==> src/rtl/bip_control_unit.sv <==
// bip_control_unit: fetch/decode/exec sequencer driving BIP accumulator, ALU and data-RAM strobes
// Ports: clk, reset (async, active-high), start (run from PC=0 out of IDLE/HALT);
//   prog_addr/prog_data: PROGRAM_MEM address (=PC) and 1-cycle-latency read data;
//   operand: IR[10:0]; sel_a/sel_b/wr_acc/alu_op/wr_ram/rd_ram: datapath controls, EXEC only;
//   busy (FETCH/DECODE/EXEC), halted (HALT), cycle_count (saturating busy-clock count).
module bip_control_unit #(
    parameter int ADDR_W = 11,
    parameter int DATA_W = 16,
    parameter int OP_W   = 5,
    parameter int CNT_W  = 16
) (
    input  logic              clk,
    input  logic              reset,
    input  logic              start,
    output logic [ADDR_W-1:0] prog_addr,
    input  logic [DATA_W-1:0] prog_data,
    output logic [ADDR_W-1:0] operand,
    output logic [1:0]        sel_a,
    output logic              sel_b,
    output logic              wr_acc,
    output logic              alu_op,
    output logic              wr_ram,
    output logic              rd_ram,
    output logic              busy,
    output logic              halted,
    output logic [CNT_W-1:0]  cycle_count
);
    typedef enum logic [2:0] {IDLE, FETCH, DECODE, EXEC, HALT} state_t;
    localparam logic [OP_W-1:0] HLT = 0, STO = 1, LD = 2, LDI = 3, ADD = 4, ADDI = 5, SUB = 6, SUBI = 7;
    state_t state, state_n;
    logic [ADDR_W-1:0] pc;
    logic [DATA_W-1:0] ir;
    logic [OP_W-1:0] op;
    assign op = ir[DATA_W-1 -: OP_W];
    assign prog_addr = pc;
    assign operand = ir[ADDR_W-1:0];
    assign busy = state == FETCH || state == DECODE || state == EXEC;
    assign halted = state == HALT;
    always_comb begin
        state_n = state;
        sel_a = 2'b00;
        sel_b = 1'b0;
        wr_acc = 1'b0;
        alu_op = 1'b0;
        wr_ram = 1'b0;
        rd_ram = 1'b0;
        case (state)
            IDLE, HALT: state_n = start ? FETCH : state;
            FETCH: state_n = DECODE;
            DECODE: state_n = EXEC;
            EXEC: begin
                state_n = op == HLT ? HALT : FETCH;
                case (op)
                    STO: wr_ram = 1'b1;
                    LD: begin
                        rd_ram = 1'b1;
                        wr_acc = 1'b1;
                    end
                    LDI: begin
                        sel_a = 2'b01;
                        wr_acc = 1'b1;
                    end
                    ADD, ADDI, SUB, SUBI: begin
                        rd_ram = op == ADD || op == SUB;
                        sel_b = op == ADDI || op == SUBI;
                        alu_op = op == SUB || op == SUBI;
                        sel_a = 2'b10;
                        wr_acc = 1'b1;
                    end
                    default: ;
                endcase
            end
            default: state_n = IDLE;
        endcase
    end
    always_ff @(posedge clk or posedge reset) begin
        if (reset) begin
            state <= IDLE;
            pc <= '0;
            ir <= '0;
            cycle_count <= '0;
        end else begin
            state <= state_n;
            if (state == DECODE) ir <= prog_data;
            if (state == EXEC && op != HLT) pc <= pc + ADDR_W'(1);
            else if (halted && start) pc <= '0;
            if (halted && start) cycle_count <= '0;
            else if (busy && !(&cycle_count)) cycle_count <= cycle_count + CNT_W'(1);
        end
    end
endmodule

==> config.mk <==
export PLATFORM = sky130hd
export DESIGN_NAME = bip_control_unit
export DESIGN_NICKNAME = d
export VERILOG_FILES = /design/src/rtl/bip_control_unit.sv
export SDC_FILE = /design/constraint.sdc
export NUM_CORES = 1
export LEC_CHECK = 0
export CAP_MARGIN = 40
export CORE_MARGIN = 5
export CORE_UTILIZATION = 30
export CTS_CLUSTER_DIAMETER = 40
export DETAILED_ROUTE_END_ITERATION = 10
export DONT_BUFFER_PORTS = 1
export GPL_TIMING_DRIVEN = 0
export PLACE_DENSITY = 0.46
export SETUP_SLACK_MARGIN = 0.4
export SLEW_MARGIN = 25
export SYNTH_ARGS = -nofsm -noshare
export SYNTH_HDL_FRONTEND = slang
export SYNTH_SLANG_ARGS = --single-unit
==> constraint.sdc <==
create_clock -name clk -period 1.67 [get_ports clk]
set_input_delay 0.167 -clock clk [delete_from_list [all_inputs] [get_ports clk]]
set_output_delay 0.167 -clock clk [all_outputs]
set_load 0.01 [all_outputs]
==> results of run 1 <==
[timing repair]
action | 4_1_cts | 5_1_grt
pin swaps | 19 | 11
hold buffers | 5 | 9
setup buffers | 19 | 3
endpoints found under the setup margin | 54 | 54
gates resized for setup | 40 | 22
gates cloned | 2 | 1
hold endpoints to repair | 50 | 9
[power by group]
part / switching, mW / internal [mW] / total (mW)
combinational: 1.08 / 1.39 / 2.47
clock: 0.389 / 0.419 / 0.807
sequential: 0.749 / 1.63 / 2.37
[cell type report]
type                            instances  area, sq um
Fill cell                             738         4365
Multi-Input combinational cell        153         1325
Sequential cell                        46         1165
Timing Repair Buffer                   39        370.4
Buffer                                 17        158.9
Tap cell                              102        127.6
Clock buffer                            8        110.1
Inverter                                4        25.02
[per-layer routing]
layer | part of all wire | vias to the layer above | GRT usage
met5 | 0 | - | 0
met2 | 0.50 | 46 | 0.2044
li1 | - | 885 | -
met4 | 0.010 | 0 | 0.03887
met3 | 0.051 | 7 | 0.04071
met1 | 0.44 | 877 | 0.1532
[kinds of logic (layout without fill, tap and decap cells)]
family	Yosys count	count (layout)	share of synthesized area
simple gates	90	90	0.2172
flops	46	46	0.4922
mux	32	32	0.1455
compound gates	28	28	0.07758
buf+inv	21	68	0.05297
fa+ha+maj	2	2	0.01070
xor+xnor	1	1	0.003746
[through the flow]
stage	hold slack, ns	util	total power [mW]
detailed placement	0.1673	0.3398	4.121
global placement	0.2952	0.3395	4.084
global route	0.001831	0.4292	6.076
CTS	0.00009787	0.4028	5.507
finish	0.01802	0.4292	5.648
floorplan	0.2835	-	3.709
[registers in the layout, indices dropped and copies added (netlist names)]
name         count
cycle_count     16
ir              16
state            3
prog_addr       11
[placed cells by master, fill, tap and decap left out, drive strengths merged, types with 2 or more instances in the layout]
cell	instances
a21o	3
a21oi	8
and2	3
and3	8
and4	6
buf	38
clkbuf	12
dfrtp	46
dlygate4sd3	14
ha	2
inv	4
mux2	16
mux2i	16
nand2	23
nand2b	4
nand3	12
nand4	7
nor2	5
nor2b	3
nor3	5
nor3b	3
nor4	2
o211ai	2
o21ai	9
o31ai	3
or3	4
or4	3
[critical path: stages, from the launching register on]
cell and delay (ns):
sky130_fd_sc_hd__dfrtp_1 0.41, sky130_fd_sc_hd__and3b_2 0.27, sky130_fd_sc_hd__nor3b_4 0.26, sky130_fd_sc_hd__o21a_1 0.24
sky130_fd_sc_hd__nor2b_4 0.20
[final timing paths]
kind	slack [ns]	startpoint	to	cells after the start
setup / recovery	-0.17	state[2]	rd_ram	4
hold / removal	0.02	prog_data[14]	ir[14]	1
setup reg to reg	-0.15	state[2]	cycle_count[14]	7
hold reg to reg	0.51	ir[8]	ir[8]	1
max in group asynchronous	0.81	reset	cycle_count[7]	2
min in group asynchronous	0.42	reset	ir[7]	2
==> flow_summary_export.csv, run 1 <==
group,metric,value,unit
yosys,syn_area_per_cell,10.63,sq um
floorplanning,fp.coreArea,7647,sq um
timing,clock_skew,0.006764,ns
clock_network,worst_setup_hold_path_clk_slew,0.09,ns
outcome,violations,"setup timing",
run,count_of_max_cap_constraint_violations,0,
detailed_routing,drt.antenna.violating_nets,0,
cells_and_area,area_growth_syn_to_layout,40.34,%
placement,worst_setup_slack_before_clock_tree_synthesis,-0.3810,ns
yosys,mappedNetlistNets,241,
timing,maxSlewHeadroom,0.5997,
pwr,cellLeakagePower,1.372,nW
critical_path,worstPathRequired,1.50,ns
clock_network,htree_num_levels,2,
clock_network,clk_lat_worst_skew,0.30,ns
yosys,synth_warnings,0,
floorplanning,die_width,98.29,um
grt,grt.overflow.total,0,
detailed_routing,dr.first_iter.drc_count,98,
detailed_routing,totalWireLength,5984,um
critical_path,critical_path_arrival,1.67,ns
cells_and_area,drive_gt1_frac,0.4607,
critical_path,worst-setup-path-type,"flop to output pin",
yosys,number_of_flops_mapped_to_enable_cells_by_yosys,0,
placement,place.gp.congestion,0.7076,
yosys,synth_top_area_cell,"sky130_fd_sc_hd__dfrtp_1",
cells_and_area,num-nets-final,287,
detailed_routing,via_count,1815,
grt,largest_net_degree_at_the_start_of_global_routing,47,
grt,grt_antenna_before_repair,0,
yosys,synth.lib_cells_used.distinct,38,
clock_network,clock_path_buffers,2,
clock_network,cts.sinks,46,
grt,all_layer_global_routing_usage,0.1238,
placement,post-dp-hpwl,3903,um
outcome,outcome,"finished, violations left",
yosys,ys_ff_latch,46,
clock_network,tritoncts.num_buffers,5,
timing,layout_setup_ws,-0.1660,ns
yosys,synth_top_cells_by_area,"sky130_fd_sc_hd__dfrtp_1 49%, sky130_fd_sc_hd__mux2_2 7.7%, sky130_fd_sc_hd__mux2i_1 6.8%, sky130_fd_sc_hd__nand2_1 3.7%, sky130_fd_sc_hd__buf_4 3.5%",
timing,rsz0062_at_grt,"true",
detailed_routing,detail_route.drc_violations,0,
timing,timing.fmax,544.7,MHz
critical_path,critical_path.startpoint_type,"flop",
placement,dpl-instance-area,2599,sq um
timing,final.period_utilization,1.099,
hold_path,hp-class,"input pin to flop",
detailed_routing,vias_per_cell,4.919,
floorplanning,die-area,9661,sq um
floorplanning,chipHeight,98.29,um
timing,timing_hold_violations_final,0,
detailed_routing,drt_pre_antenna_iters,4,
cells_and_area,insertedDiodeCount,0,
clock_network,tritoncts,"built",
grt,grt_pass1_vias,1811,
timing,finalSetupViolations,19,
yosys,synth-async-reset-ratio,1.000,
placement,post-place-cells,322,
detailed_routing,detail_route.wl_per_cell,16.22,um
placement,numPortBuffers,0,
floorplanning,floorplan.initialDensity,0.3058,
cells_and_area,stdcell_area,3282,sq um
yosys,syn_inst,220,
floorplanning,io_pins,66,
timing,fin_tns_setup,-1.083,ns
grt,grt_first_pass_wirelength,9591,um
clock_network,cts-root-buf,"sky130_fd_sc_hd__clkbuf_8",
yosys,synthDominantCellAreaShare,0.4922,
critical_path,crit_fanout,4,
pwr,powerDensity,1721,nW/um^2
yosys,ys_top_cells_by_count,"46 x sky130_fd_sc_hd__dfrtp_1, 23 x sky130_fd_sc_hd__nand2_1, 16 x sky130_fd_sc_hd__mux2_2, 16 x sky130_fd_sc_hd__mux2i_1",
critical_path,critical_path_sink_type,"output pin",
floorplanning,num_rows,32,
yosys,synth_area,2338,sq um
timing,tightestPinTransition,0.6004,ns
pwr,power.ir.vdd_worst,588.2,uV
yosys,yosysSeqAreaShare,0.4922,
cells_and_area,post_layout_nonfiller_instances,369,
yosys,dominantRegCellSynth,"sky130_fd_sc_hd__dfrtp_1",
yosys,synth.most_common_cell,"sky130_fd_sc_hd__dfrtp_1",
timing,min_period,1.836,ns
timing,final_slew_viol_count,0,
Power figures use the tool's default switching activity.
==> inputs of run 2 (changes only) <==
Settings changed: CORE_MARGIN 5 to 2.
==> flow_summary_export.csv, run 2 (synthesis results as in run 1) <==
group,metric,value,unit
clock_network,cts-root-buf,"sky130_fd_sc_hd__clkbuf_8",
clock_network,tritoncts,"built",
detailed_routing,vias_per_cell,5.039,
grt,grt.overflow.total,0,
floorplanning,die-area,8517,sq um
cells_and_area,layout_common_cells,"38 x sky130_fd_sc_hd__dfrtp_1, 26 x sky130_fd_sc_hd__buf_4, 22 x sky130_fd_sc_hd__nand2_1",
critical_path,crit_cells,4,
floorplanning,chipHeight,92.29,um
pwr,power.ir.vdd_worst,535.8,uV
pwr,powerDensity,1706,nW/um^2
hold_path,hp-class,"input pin to flop",
critical_path,worst_r2r_start,"cycle_count[0]",
timing,min_period,1.819,ns
detailed_routing,totalWireLength,5663,um
placement,post-dp-hpwl,3679,um
critical_path,setup.worst_path.end,"rd_ram",
cells_and_area,area_growth_syn_to_layout,33.39,%
pwr,cellLeakagePower,1.299,nW
clock_network,tritoncts.num_buffers,5,
pwr,relative_contribution_of_sequential_cells_to_total_power,0.444,
critical_path,critical_path_sink_type,"output pin",
cells_and_area,insertedDiodeCount,0,
grt,largest_net_degree_at_the_start_of_global_routing,47,
critical_path,r2r_setup_slack,-0.05,ns
grt,grt_pass1_vias,1791,
detailed_routing,detail_route.drc_violations,0,
clock_network,cts.sinks,46,
clock_network,clk_lat_worst_skew,0.30,ns
critical_path,critical_path.startpoint_type,"flop",
floorplanning,num_rows,32,
cells_and_area,drive_gt1_frac,0.4370,
pwr,p_switching,2.152,mW
timing,final.period_utilization,1.089,
critical_path,worstPathBufferInverterCount,0,
detailed_routing,drt_pre_antenna_iters,4,
detailed_routing,via_count,1794,
detailed_routing,dr.first_iter.drc_count,98,
timing,maxSlewHeadroom,0.5951,
clock_network,worst_setup_hold_path_clk_slew,0.08,ns
critical_path,startpoint,"state[2]",
timing,fin_tns_setup,-0.5913,ns
cells_and_area,fill_cells,731,
outcome,violations,"setup timing",
timing,layout_setup_ws,-0.1494,ns
critical_path,critical_path_arrival,1.65,ns
clock_network,clock_path_buffers,2,
detailed_routing,detail_route.wl_per_cell,15.91,um
grt,grt_first_pass_wirelength,9494,um
clock_network,htree_num_levels,2,
timing,rsz0062_at_grt,"true",
critical_path,reg2reg_depth,6,
floorplanning,io_pins,66,
placement,numPortBuffers,0,
pwr,share_comb_of_total_power,0.422,
placement,dpl-instance-area,2599,sq um
pwr,switching_fraction_of_total_power,0.4044,
critical_path,rr_endpoint,"cycle_count[6]",
hold_path,hold-path-cell-count,1,
timing,clock_skew,0.006699,ns
critical_path,slowest_stage_cell_crit_path,"sky130_fd_sc_hd__dfrtp_1",
timing,timing_hold_violations_final,0,
critical_path,timing.critical_path.cells,"and3b_2 > nor3b_4 > o21a_1 > nor2b_4",
timing,timing.fmax,549.6,MHz
cells_and_area,stdcell_area,3119,sq um
detailed_routing,drt.antenna.violating_nets,0,
critical_path,crit_fanout,4,
timing,tightestPinTransition,0.6073,ns
placement,place.gp.congestion,0.6932,
floorplanning,floorplan.initialDensity,0.3058,
floorplanning,die_width,92.29,um
pwr,power.internal,3.169,mW
critical_path,timing.critical_path.slowest_cell_delay,0.41,ns
outcome,outcome,"finished, violations left",
floorplanning,fp.coreArea,7647,sq um
critical_path,worst-setup-path-type,"flop to output pin",
timing,final_slew_viol_count,0,
critical_path,worstPathRequired,1.50,ns
hold_path,timing.hold.worst.start,"prog_data[10]",
run,count_of_max_cap_constraint_violations,0,
pwr,share_clk_of_total_power,0.134,
placement,worst_setup_slack_before_clock_tree_synthesis,-0.3120,ns
grt,all_layer_global_routing_usage,0.1418,
timing,finalSetupViolations,11,
grt,grt_antenna_before_repair,0,
cells_and_area,num-nets-final,274,
cells_and_area,layout_commonest_cell,"sky130_fd_sc_hd__dfrtp_1",
critical_path,crit_family,"simple AND/OR/NAND/NOR gates",
[run 2: changes by cell type in the layout (fill, tap and decap cells not counted), moves of 2 or more]
| cell | before | now |
|---|---|---|
| sky130_fd_sc_hd__clkbuf_4 | 2 | 0 |
| sky130_fd_sc_hd__buf_4 | 29 | 26 |
| sky130_fd_sc_hd__dlygate4sd3_1 | 14 | 6 |
| sky130_fd_sc_hd__o21ai_1 | 4 | 1 |
| sky130_fd_sc_hd__dfrtp_1 | 35 | 38 |
| sky130_fd_sc_hd__nand3_2 | 4 | 2 |
| sky130_fd_sc_hd__dfrtp_2 | 11 | 8 |
| sky130_fd_sc_hd__o21ai_2 | 1 | 3 |
| sky130_fd_sc_hd__nand3_1 | 7 | 9 |
[run 2: power groups by stage]
| stage | logic (mW) | clock network (mW) | registers, mW |
|---|---|---|---|
| global route | 2.52 | 0.803 | 2.47 |
| global placement | 1.72 | 0 | 2.35 |
| CTS | 2.10 | 0.758 | 2.34 |
| floorplan | 1.53 | 0 | 2.18 |
| detailed placement | 1.74 | 0 | 2.37 |
| finish | 2.25 | 0.716 | 2.36 |
[run 2: per-stage QoR]
| step | cells | hold slack, ns | total power, mW | utilization |
|---|---|---|---|---|
| floorplan | 220 | 0.2835 | 3.709 | - |
| global placement | 322 | 0.2943 | 4.072 | 0.3395 |
| detailed placement | 322 | 0.1644 | 4.113 | 0.3398 |
| CTS | 350 | 0.001632 | 5.205 | 0.3917 |
| global route | 356 | 0.001247 | 5.788 | 0.4079 |
| finish | 356 | 0.01349 | 5.322 | 0.4079 |
[run 2: cell type report]
class	instances	area, sq um	share of cell area
clock inverter	1	5.005	0.001604
buffer	17	151.4	0.04854
clock buffer	7	86.33	0.02768
tap	102	127.6	0.04091
inverter	4	22.52	0.007220
timing repair buffer	26	257.7	0.08263
multi-input combinational	153	1308	0.4192
sequential	46	1161	0.3722
[run 2: worst min-delay path by stage]
stage                     endpoint  slack [ns]
after global placement    state[0]        0.29
after CTS                   ir[10]       0.002
after detailed placement     ir[4]        0.16
after global routing         ir[5]       0.001
after floorplan           state[0]        0.28
final                       ir[10]        0.01
[run 2: what timing repair did]
item                       CTS  global route
gates resized for setup     31            24
setup endpoints to repair   54            54
cloned                       2             0
hold buffers                 4             2
buffers inserted            14             4
pin swaps                   20             9
hold endpoints to repair    49             2
[run 2: metal layers]
layer,GRT usage,share of wire
met1,0.1790,0.45
met2,0.2371,0.48
met3,0.03987,0.049
met4,0.04229,0.013
met5,0,0
==> inputs of run 3 (changes only) <==
Settings changed: CORE_ASPECT_RATIO from default to 1.4.
==> flow_summary_export.csv, run 3 (synthesis results as in run 1) <==
group,metric,value,unit
outcome,outcome,"finished, violations left",
outcome,violations,"setup timing",
clock_network,clk_lat_worst_skew,0.30,ns
timing,timing_hold_violations_final,0,
timing,finalSetupViolations,6,
critical_path,r2r_setup_slack,-0.09,ns
detailed_routing,drt.antenna.violating_nets,0,
placement,place.gp.congestion,0.7410,
cells_and_area,fill_cells,738,
grt,met2_usage,0.2509,
timing,min_period,1.764,ns
floorplanning,floorplan.initialDensity,0.3055,
critical_path,crit_fanout,3,
critical_path,worstPathRequired,1.50,ns
timing,final.period_utilization,1.057,
pwr,powerDensity,1724,nW/um^2
grt,all_layer_global_routing_usage,0.1375,
pwr,cellLeakagePower,1.334,nW
cells_and_area,layout_common_cells,"41 x sky130_fd_sc_hd__dfrtp_1, 25 x sky130_fd_sc_hd__buf_4, 21 x sky130_fd_sc_hd__nand2_1",
placement,post-dp-hpwl,3805,um
timing,rsz0062_at_grt,"true",
pwr,power.ir.vdd_worst,882.3,uV
critical_path,slowest_stage_cell_crit_path,"sky130_fd_sc_hd__dfrtp_1",
critical_path,startpoint,"state[2]",
detailed_routing,totalWireLength,5637,um
critical_path,critical_path_sink_type,"output pin",
run,count_of_max_cap_constraint_violations,0,
cells_and_area,final_core_util,0.4202,
clock_network,cts-root-buf,"sky130_fd_sc_hd__clkbuf_8",
clock_network,clock_path_buffers,2,
grt,fraction_of_met1_tracks_used_by_global_routing,0.1512,
floorplanning,die-area,8527,sq um
cells_and_area,area_growth_syn_to_layout,37.56,%
critical_path,critical_path.startpoint_type,"flop",
grt,groute.layer.met3.usage,0.04090,
critical_path,reg2reg_depth,7,
grt,grt_pass1_vias,1809,
cells_and_area,num-nets-final,280,
grt,grt_first_pass_wirelength,9087,um
detailed_routing,via_count,1795,
detailed_routing,vias_per_cell,4.986,
clock_network,htree_num_levels,2,
timing,fin_tns_setup,-0.3176,ns
timing,final_slew_viol_count,0,
clock_network,tritoncts,"built",
detailed_routing,detail_route.wl_per_cell,15.66,um
clock_network,cts.sinks,46,
timing,layout_setup_ws,-0.09444,ns
grt,grt.overflow.total,0,
detailed_routing,dr.first_iter.drc_count,70,
grt,grt_antenna_before_repair,0,
floorplanning,fp.coreArea,7655,sq um
hold_path,hp-class,"input pin to flop",
detailed_routing,drt_pre_antenna_iters,4,
placement,numPortBuffers,0,
floorplanning,die_width,78.62,um
critical_path,critical_path_arrival,1.60,ns
grt,busiest_grt_layer,"met2",
cells_and_area,layout_commonest_cell,"sky130_fd_sc_hd__dfrtp_1",
cells_and_area,insertedDiodeCount,0,
critical_path,worst_r2r_start,"state[2]",
critical_path,timing.critical_path.cells,"and3b_2 > nor3b_4 > o21a_1 > nor2b_4",
timing,clock_skew,0.01076,ns
floorplanning,io_pins,66,
detailed_routing,detail_route.drc_violations,0,
clock_network,worst_setup_hold_path_clk_slew,0.09,ns
floorplanning,chipHeight,108.5,um
timing,tightestPinTransition,0.6022,ns
critical_path,setup.worst_path.end,"rd_ram",
cells_and_area,drive_gt1_frac,0.4385,
clock_network,tritoncts.num_buffers,5,
critical_path,rr_endpoint,"cycle_count[14]",
critical_path,worst-setup-path-type,"flop to output pin",
grt,largest_net_degree_at_the_start_of_global_routing,47,
timing,maxSlewHeadroom,0.5985,
timing,timing.fmax,566.8,MHz
floorplanning,num_rows,38,
critical_path,timing.critical_path.slowest_cell_delay,0.39,ns
## run 3: report_power, final
group	switching, mW	internal, mW
clock	0.393	0.447
sequential	0.746	1.61
combinational	1.06	1.29
total	2.20	3.34
## run 3: layout make-up
class | instances | area, sq um | share of cell area
Sequential cell | 46 | 1157 | 0.3598
Tap cell | 100 | 125.1 | 0.03890
Inverter | 4 | 25.02 | 0.007779
Multi-Input combinational cell | 153 | 1329 | 0.4131
Clock inverter | 2 | 37.54 | 0.01167
Buffer | 17 | 156.4 | 0.04862
Timing Repair Buffer | 32 | 314.1 | 0.09763
Clock buffer | 6 | 72.57 | 0.02256
## run 3: worst min-delay path by stage
| stage | from | endpoint | slack [ns] | cells after the start |
|---|---|---|---|---|
| after floorplan | start | state[0] | 0.28 | 1 |
| after global placement | start | state[0] | 0.29 | 1 |
| after detailed placement | reset | ir[1] | 0.17 | 1 |
| after CTS | prog_data[12] | ir[12] | 0.002 | 1 |
| after global routing | prog_data[4] | ir[4] | 0.002 | 1 |
| final | prog_data[12] | ir[12] | 0.01 | 1 |
## run 3: what timing repair did
| item | 4_1_cts | 5_1_grt |
|---|---|---|
| setup endpoints to repair | 54 | 54 |
| hold buffers | 10 | 1 |
| cloned | 1 | 0 |
| buffers inserted | 14 | 6 |
| pin swaps | 24 | 11 |
| hold endpoints to repair | 55 | 1 |
| resized for setup | 44 | 20 |
## run 3: routing by layer
metal,up-vias,part of all wire
li1,868,-
met1,872,0.40
met2,49,0.52
met3,6,0.061
met4,0,0.014
met5,-,0
## run 3: stage by stage
step | area, sq um | total power [mW] | cells | setup slack (ns) | hold slack, ns
after floorplan | 2469 | 3.709 | 220 | 0.08281 | 0.2835
after global placement | 2594 | 4.078 | 320 | -0.4502 | 0.2914
after detailed placement | 2596 | 4.117 | 320 | -0.2186 | 0.1679
after CTS | 3092 | 5.438 | 353 | -0.1366 | 0.001500
after global routing | 3217 | 5.946 | 360 | -0.1976 | 0.001889
final | 3217 | 5.545 | 360 | -0.09444 | 0.01490
## run 3: critical path, delay by kind of cell (launching register included)
kind | cells | cell delay [ns]
flip-flops | 1 | 0.39
AO/OA/AOI/OAI | 1 | 0.24
AND/OR/NAND/NOR | 3 | 0.68
